### src/rtl/prio_pkg.sv
// Shared types and limits for the priority interrupt controller family.
// Optional preemption is enabled by defining PRIO_PREEMPT_EN.
package prio_pkg;

  typedef enum logic {
    IDLE    = 1'b0,
    PRESENT = 1'b1
  } state_t;

  localparam int MIN_N = 2;
  localparam int MAX_N = 32;

  function automatic logic [MAX_N-1:0] one_hot(input int unsigned k);
    logic [MAX_N-1:0] v;
    v = '0;
    v[k[4:0]] = 1'b1;
    return v;
  endfunction

endpackage

### src/rtl/prio_enc.sv
// Combinational priority encoder: highest set index wins.
// Reused by other blocks; N sets the request width.
module prio_enc #(
  parameter int N = 8,
  parameter int W = $clog2(N)
) (
  input  logic [N-1:0] req,
  output logic         any,
  output logic [W-1:0] idx
);

  assign any = |req;

  always_comb begin
    idx = '0;
    for (int i = 0; i < N; i++) begin
      if (req[i]) idx = W'(i);
    end
  end

endmodule

### src/rtl/priority_irq_ctrl.sv
// Edge-latching priority interrupt controller with valid/ack hand-off.
// Define PRIO_PREEMPT_EN to let a higher candidate replace a presented id.
module priority_irq_ctrl
  import prio_pkg::*;
#(
  parameter int N = 8,
  parameter int W = $clog2(N)
) (
  input  logic         clk,
  input  logic         rst_n,
  input  logic         en,
  input  logic [N-1:0] irq,
  input  logic [N-1:0] mask,
  input  logic         ack,
  output logic         valid,
  output logic [W-1:0] id,
  output logic [N-1:0] pend
);

  state_t         state;
  logic [N-1:0]   irq_d;
  logic [N-1:0]   edges;
  logic [N-1:0]   cand;
  logic [N-1:0]   clr;
  logic [N-1:0]   pend_nx;
  logic           any;
  logic [W-1:0]   idx;
  logic           take;
  logic           drop;
  logic           pre;

  assign edges = irq & ~irq_d;
  assign cand  = pend & ~mask;

  prio_enc #(
    .N (N),
    .W (W)
  ) u_enc (
    .req (cand),
    .any (any),
    .idx (idx)
  );

  // ack only counts while something is actually presented
  assign take = (state == PRESENT) && valid && ack;
  assign drop = (state == PRESENT) && (ack || mask[id]);

  always_comb begin
    clr = '0;
    if (take) clr[id] = 1'b1;
  end

  // a new edge on the acked line re-arms it
  assign pend_nx = (pend & ~clr) | edges;

`ifdef PRIO_PREEMPT_EN
  assign pre = any && (idx > id);
`else
  assign pre = 1'b0;
`endif

  always_ff @(posedge clk) begin
    if (!rst_n) begin
      state <= IDLE;
      valid <= 1'b0;
      id    <= '0;
      pend  <= '0;
      irq_d <= '0;
    end else begin
      irq_d <= irq;
      if (!en) begin
        state <= IDLE;
        valid <= 1'b0;
      end else begin
        pend <= pend_nx;
        unique case (state)
          IDLE: begin
            if (any) begin
              id    <= idx;
              valid <= 1'b1;
              state <= PRESENT;
            end
          end
          PRESENT: begin
            if (drop) begin
              valid <= 1'b0;
              state <= IDLE;
            end else if (pre) begin
              id <= idx;
            end
          end
          default: begin
            valid <= 1'b0;
            state <= IDLE;
          end
        endcase
      end
    end
  end

endmodule

### config.mk
export PLATFORM = sky130hd
export DESIGN_NAME = priority_irq_ctrl
export DESIGN_NICKNAME = d
export VERILOG_FILES = /design/src/rtl/prio_pkg.sv /design/src/rtl/prio_enc.sv /design/src/rtl/priority_irq_ctrl.sv
export SDC_FILE = /design/constraint.sdc
export NUM_CORES = 1
export LEC_CHECK = 0
export CELL_PAD_IN_SITES_DETAIL_PLACEMENT = 1
export CELL_PAD_IN_SITES_GLOBAL_PLACEMENT = 2
export CORE_ASPECT_RATIO = 0.75
export CORE_MARGIN = 1.5
export CORE_UTILIZATION = 26
export CTS_CLUSTER_SIZE = 25
export DETAILED_ROUTE_END_ITERATION = 8
export HOLD_SLACK_MARGIN = 0.1
export PLACE_DENSITY_LB_ADDON = 0.12
export SYNTH_ARGS = -nofsm -noshare
export SYNTH_HDL_FRONTEND = slang
export SYNTH_SLANG_ARGS = --single-unit
### constraint.sdc
create_clock -name clk -period 1.9 [get_ports clk]
set_clock_uncertainty 0.2 [all_clocks]
set_input_delay 0.19 -clock clk [delete_from_list [all_inputs] [get_ports clk]]
set_output_delay 0.19 -clock clk [all_outputs]
set_load 0.1 [all_outputs]
==> flow_summary.ini <==
[sta]
hold_viol_final = 0
slew_viol_final = 0
setup_tns_ns = 0
max_freq_mhz = 599
rsz0062_at_grt = no
fin_ws_ns = 0.232
min_period_over_period = 0.878
setup_violations = 0
min_period_ns = 1.67
worst_slew_pin_slew_ns = 0.303
slew_headroom = 0.797

[run_status]
status = finished, final reports clean

[power]
leakagePower_nw = 0.587
pwr-share-comb = 0.286
switching_share = 0.340
power_density_nw_per_um2 = 766
power_frac_seq = 0.439
ir_drop_mv = 0.354
p_int_mw = 0.755
power.switching_mw = 0.390
p_clk_frac = 0.275

[global_routing]
grt_pass1_vias = 908
grtUsageTotal = 0.144
overflow = 0
grtUsageMet3 = 0.0477
grtUsageMet1 = 0.203
grt_busiest_layer = met2
grt_pass1_wl_mm = 4.55
grt_use_met2 = 0.223
grt_max_degree = 23
antenna_found_initial = 0

[detailed_routing]
totalWireLength_mm = 2.83
wl_per_cell_um = 14.7
dr.pass1.iters = 3
drc_errors = 0
dr_total_vias = 908
ant_nets = 0
first_iter_violations = 26
viasPerCell = 4.73

[clock_network]
h-tree-depth = 1
clk_transition_reported_paths_ns = 0.09
clockRootBuffer = clkbuf_8
clock-sinks = 21
cts_made_buffers = 3
ctsResizeCount = 0
cts_tree = built
clock_latency_ns = 0.27
cts_hold_buf = 0
clk_path_buf_depth = 2
cts_setup_buffers = 0

[logic_synthesis]
yosysUniqueCellTypes = 31
syn_area_um2 = 1010
synth_top_area_share = 0.416
seq_area_frac_synth = 0.416
synth-seq-cells = 21
synth_edf_count = 0
ys.flop_type = dfxtp_1
synthTopCellsByCount = 21 x dfxtp_1, 11 x nand3b_1, 8 x and2_1, 8 x o21ai_0
syn_inst = 105
yosysMostFrequentCell = dfxtp_1
syn_area_per_cell_um2 = 9.62
synthTopCellsByArea = dfxtp_1 42%, nand3b_1 8.2%, and2_1 5.0%
synth_fp_nets = 125
yosys.area.top_type = dfxtp_1
async_flop_share = 0
yosys_warnings = 0

[cells_and_area]
antenna_cells = 0
final_layout_size_suffix_gt1_frac = 0.279
area_growth_syn_to_layout_pct = 48.0
fin_nets = 161

[worst_hold_path]
min_from = irq_d[4]
hp-class = flop to flop

[critical_path]
r2r-start = id[2]
cp.required_ns = 1.91
path_max_fanout = 9
crit_path_start = id[2]
end_kind = flop
critical_path_arrival_ns = 1.68
critPathKind = flop to flop
cp-start-kind = flop

[placement]
pre_cts_ws_ns = 0.0344
dp_hpwl_mm = 2.22
port_buffers = 31
place_congestion = 0.754

[run]
cap_violations = 0

[die]
io_pins = 32
core_area_um2 = 3680
row_count = 19
dieArea_um2 = 4270
die_h_um = 57.0
dieWidth_um = 75.0
start_util = 0.274
[layout by cell type, fill, tap and decap left out, types with 2 or more instances in the layout]
master,n
nand2b_1,7
nand2_1,7
o21ai_1,3
dfxtp_2,11
nand3b_1,11
o21ai_0,8
and2_1,8
buf_12,5
nor2_1,2
a21boi_0,4
clkdlybuf4s50_1,19
a21boi_1,6
clkbuf_8,3
nor2b_1,4
mux2i_1,3
dfxtp_1,9
buf_4,11
[routing by layer]
layer / wire, um / vias to the layer above
met5: 0 / -
met4: 13 / 0
met3: 149 / 2
met2: 1280 / 21
met1: 1380 / 438
li1: - / 447
[worst paths after layout]
kind,end,cells after the start,slack (ns)
min reg2reg,pend[4],2,0.28
max,valid,4,0.23
max reg2reg,valid,4,0.23
min,pend[4],2,0.28
[power by group through the flow]
stage / Clock [mW] / Sequential [mW] / Combinational [mW]
floorplan: 0 / 0.619 / 0.0965
global placement: 0 / 0.513 / 0.326
detailed placement: 0 / 0.513 / 0.330
CTS: 0.324 / 0.503 / 0.331
global route: 0.349 / 0.508 / 0.347
finish: 0.315 / 0.502 / 0.328
[layout make-up]
| type | count | area, um2 |
|---|---|---|
| clock buffers | 3 | 41.3 |
| clock inverters | 1 | 6.26 |
| fillers | 427 | 2190 |
| multi-input cells | 80 | 571 |
| flip-flops and latches | 21 | 438 |
| well taps | 52 | 65.1 |
| repair buffers | 35 | 373 |
[critical path: stages (launching register included)]
cell,delay [ns]
dfxtp_4,0.42
mux4_2,0.52
nand2_1,0.09
nor4b_4,0.20
o22a_1,0.17
[per-stage QoR]
step                      instance area [um2]  total power [mW]  std cells  hold slack [ns]   util
after floorplan                          1030             0.716        105            0.112      -
after global routing                     1490              1.20        192            0.302  0.405
after global placement                   1450             0.838        188            0.268  0.393
after CTS                                1490              1.16        192            0.291  0.405
after detailed placement                 1450             0.843        188            0.278  0.393
final                                    1490              1.14        192            0.283  0.405
[kinds of logic after synthesis]
family / count (synthesis) / share of synthesized area
AND/OR/NAND/NOR: 48 / 0.321
AO/OA/AOI/OAI: 28 / 0.192
buffers and inverters: 4 / 0.0186
flip-flops: 21 / 0.416
multiplexers: 4 / 0.0520
[registers in the layout, summed over array words and instances, names as in the netlist]
signal  count
state       1
id          3
irq_d       8
pend        8
valid       1
Power figures use the tool's default switching activity.
==> RTL change: new RTL, same settings <==
The option `PRIO_PREEMPT_EN` is turned on by a define.
--- a/src/rtl/priority_irq_ctrl.sv
+++ b/src/rtl/priority_irq_ctrl.sv
@@ -1,5 +1,7 @@
 // Edge-latching priority interrupt controller with valid/ack hand-off.
 // Define PRIO_PREEMPT_EN to let a higher candidate replace a presented id.
+`define PRIO_PREEMPT_EN
+
 module priority_irq_ctrl
   import prio_pkg::*;
 #(
Check against the original RTL: not equivalent (Yosys sat finds a counterexample within 4 cycles, from zero or initial values and one cycle with rst_n low).
==> RTL change against the original RTL <==
Wire length is 34% higher. Sequential cell count stayed put. Area after synthesis is 8.9% higher. Utilization is 8.8 points higher. Worst hold slack better by 7.7 ps. Power is 24% higher. Design area is 34% higher. The run now ends with setup timing left. Setup slack worse by 800 ps. Die area is 8.5% higher. Fmax is 32% lower.
==> RTL change: results (changes against the original RTL) <==
Outcome
  – Status: complete, but fails checks
  – Failing checks: setup timing

Hold path
  – Hold EP: pend[3]
  – Hold Path Class: register to register
  – Hold Path Origin: irq_d[3]

Global route
  – Largest net degree at the start of global routing: 12 (-48%)
  – First-pass GRT wire length: 5930 um (+30%)
  – Vias in the first global route: 1194 (+31%)
  – GRT Overall Usage: 16.9% (+2.5 points)

STA
  – Final WS setup: -568 ps (-800 ps)
  – Fin Hold WS: 291 ps (+7.73 ps)
  – Worst-margin pin slew: 415 ps (+111 ps)
  – Final setup fails: 3 (+3)

Synth
  – Synth Area in Adders: 3.41% (+3.4 points)
  – Syn nets: 140 (+12%)
  – Post-synth top cells: dfxtp_1 (21), a21oi_1 (13), o21ai_0 (9)
  – Complex-gate fraction of the synthesized area: 23.8% (+4.6 points)
  – Post-synthesis async set-or-reset flop share: 0% (unchanged)
  – Mapped Cells: 117 (+11%)
  – Sequential fraction of the synthesis area: 38.2% (-3.4 points)
  – Fraction of synthesized area in multiplexers: 3.64% (-1.6 points)
  – Synth top area cells: dfxtp_1 (38%), a21oi_1 (5.9%), nand3b_1 (5.5%)
  – Netlist cell types: 35 (+13%)

Pwr
  – Switching part of the total: 36.1% (+2.0 points)
  – Peak supply drop: 0.358 mV (+1.1%)
  – Leakage power: 0.799 nW (+36%)
  – Combinational power: 0.623 mW (+90%)
  – Clk pwr: 0.291 mW (-7.6%)

Placed design
  – Routability cong.: 0.809 (+7.4%)
  – HPWL after DPL: 2810 um (+27%)
  – Placed inst area: 1780 um^2 (+23%)
  – Placed cells: 225 (+20%)
  – Port buffer count: 31 (unchanged)

Clock network
  – Worst-skew pair later-pin latency: 250 ps (-20 ps)
  – Clock root buffer: clkbuf_8
  – H-Tree Depth: 1 (unchanged)
  – Clock buffer count from CTS: 3 (unchanged)
  – Clock transition at path regs: 80 ps

Critical path
  – End of the worst register-to-register path: id[1]
  – Worst r2r src: pend[6]
  – Crit-path max FO: 6 (-3)
  – Critical Path Start: pend[6]
  – R2R cell count: 10 (+6)
  – Arr. time, crit path: 2450 ps (+770 ps)

Drt
  – DR WL/cell: 16.0 um (+8.7%)
  – Drt initial violations: 35 (+35%)
  – Vias/cell: 4.62 (-2.4%)
  – Drt pass-1 iters: 4 (+1)
  – Final wirelength: 3790 um (+34%)

Final layout
  – Share of cells above drive strength 1: 50.5% (+23 points)
  – Layout Nets: 206 (+28%)
==> RTL change: changes by cell type after synthesis, sizes merged, moves of 3 or more <==
cell    change
a21oi      +13
a21boi     -10
inv         +8
nand2       -6
and2b       +4
nor2        +4
ha          +3
nand2b      -3
nand3b      -3
==> RTL change: repair_timing <==
item                                    4_1_cts  5_1_grt
pin swaps                                    11        7
endpoints found under the setup margin        4        5
resized for setup                            22        9
setup buffers                                 5        3
hold buffers                                  0        0
hold endpoints to repair                      0        0
cloned                                        0        0
==> RTL change: worst max-delay path, cell delays in order, from the launching register on <==
cell and delay [ps]:
dfxtp_4 350, and2b_2 240, nor3_2 260, a211oi_4 80, ha_2 210, nor2b_4 120
o32ai_4 100, a221oi_4 430, buf_4 180, nand3_1 80, a21oi_2 150
==> RTL change: layout make-up <==
| type | instances | area [um^2] |
|---|---|---|
| Fill cell | 479 | 2050 |
| Tap cell | 55 | 68.8 |
| Multi-Input combinational cell | 85 | 790 |
| Timing Repair Buffer | 64 | 611 |
| Inverter | 8 | 30.0 |
| Clock buffer | 4 | 45.0 |
| Sequential cell | 21 | 457 |
==> RTL change: per-layer routing <==
layer / GRT usage (%) / part of all wire, %
met1: 21.2 / 46
met2: 30.2 / 50
met3: 4.62 / 3.7
met4: 2.55 / 0.47
met5: 0 / 0
==> RTL change: through the flow <==
step	utilization, %	total power [mW]	worst slack (ps)	setup TNS [ps]
final	49.4	1.42	-568	-1660
after global routing	49.4	1.49	-674	-2000
after CTS	47.5	1.39	-482	-1370
after detailed placement	44.0	1.05	-990	-3390
after global placement	44.0	1.04	-839	-2970
after floorplan	-	0.836	-599	-1750
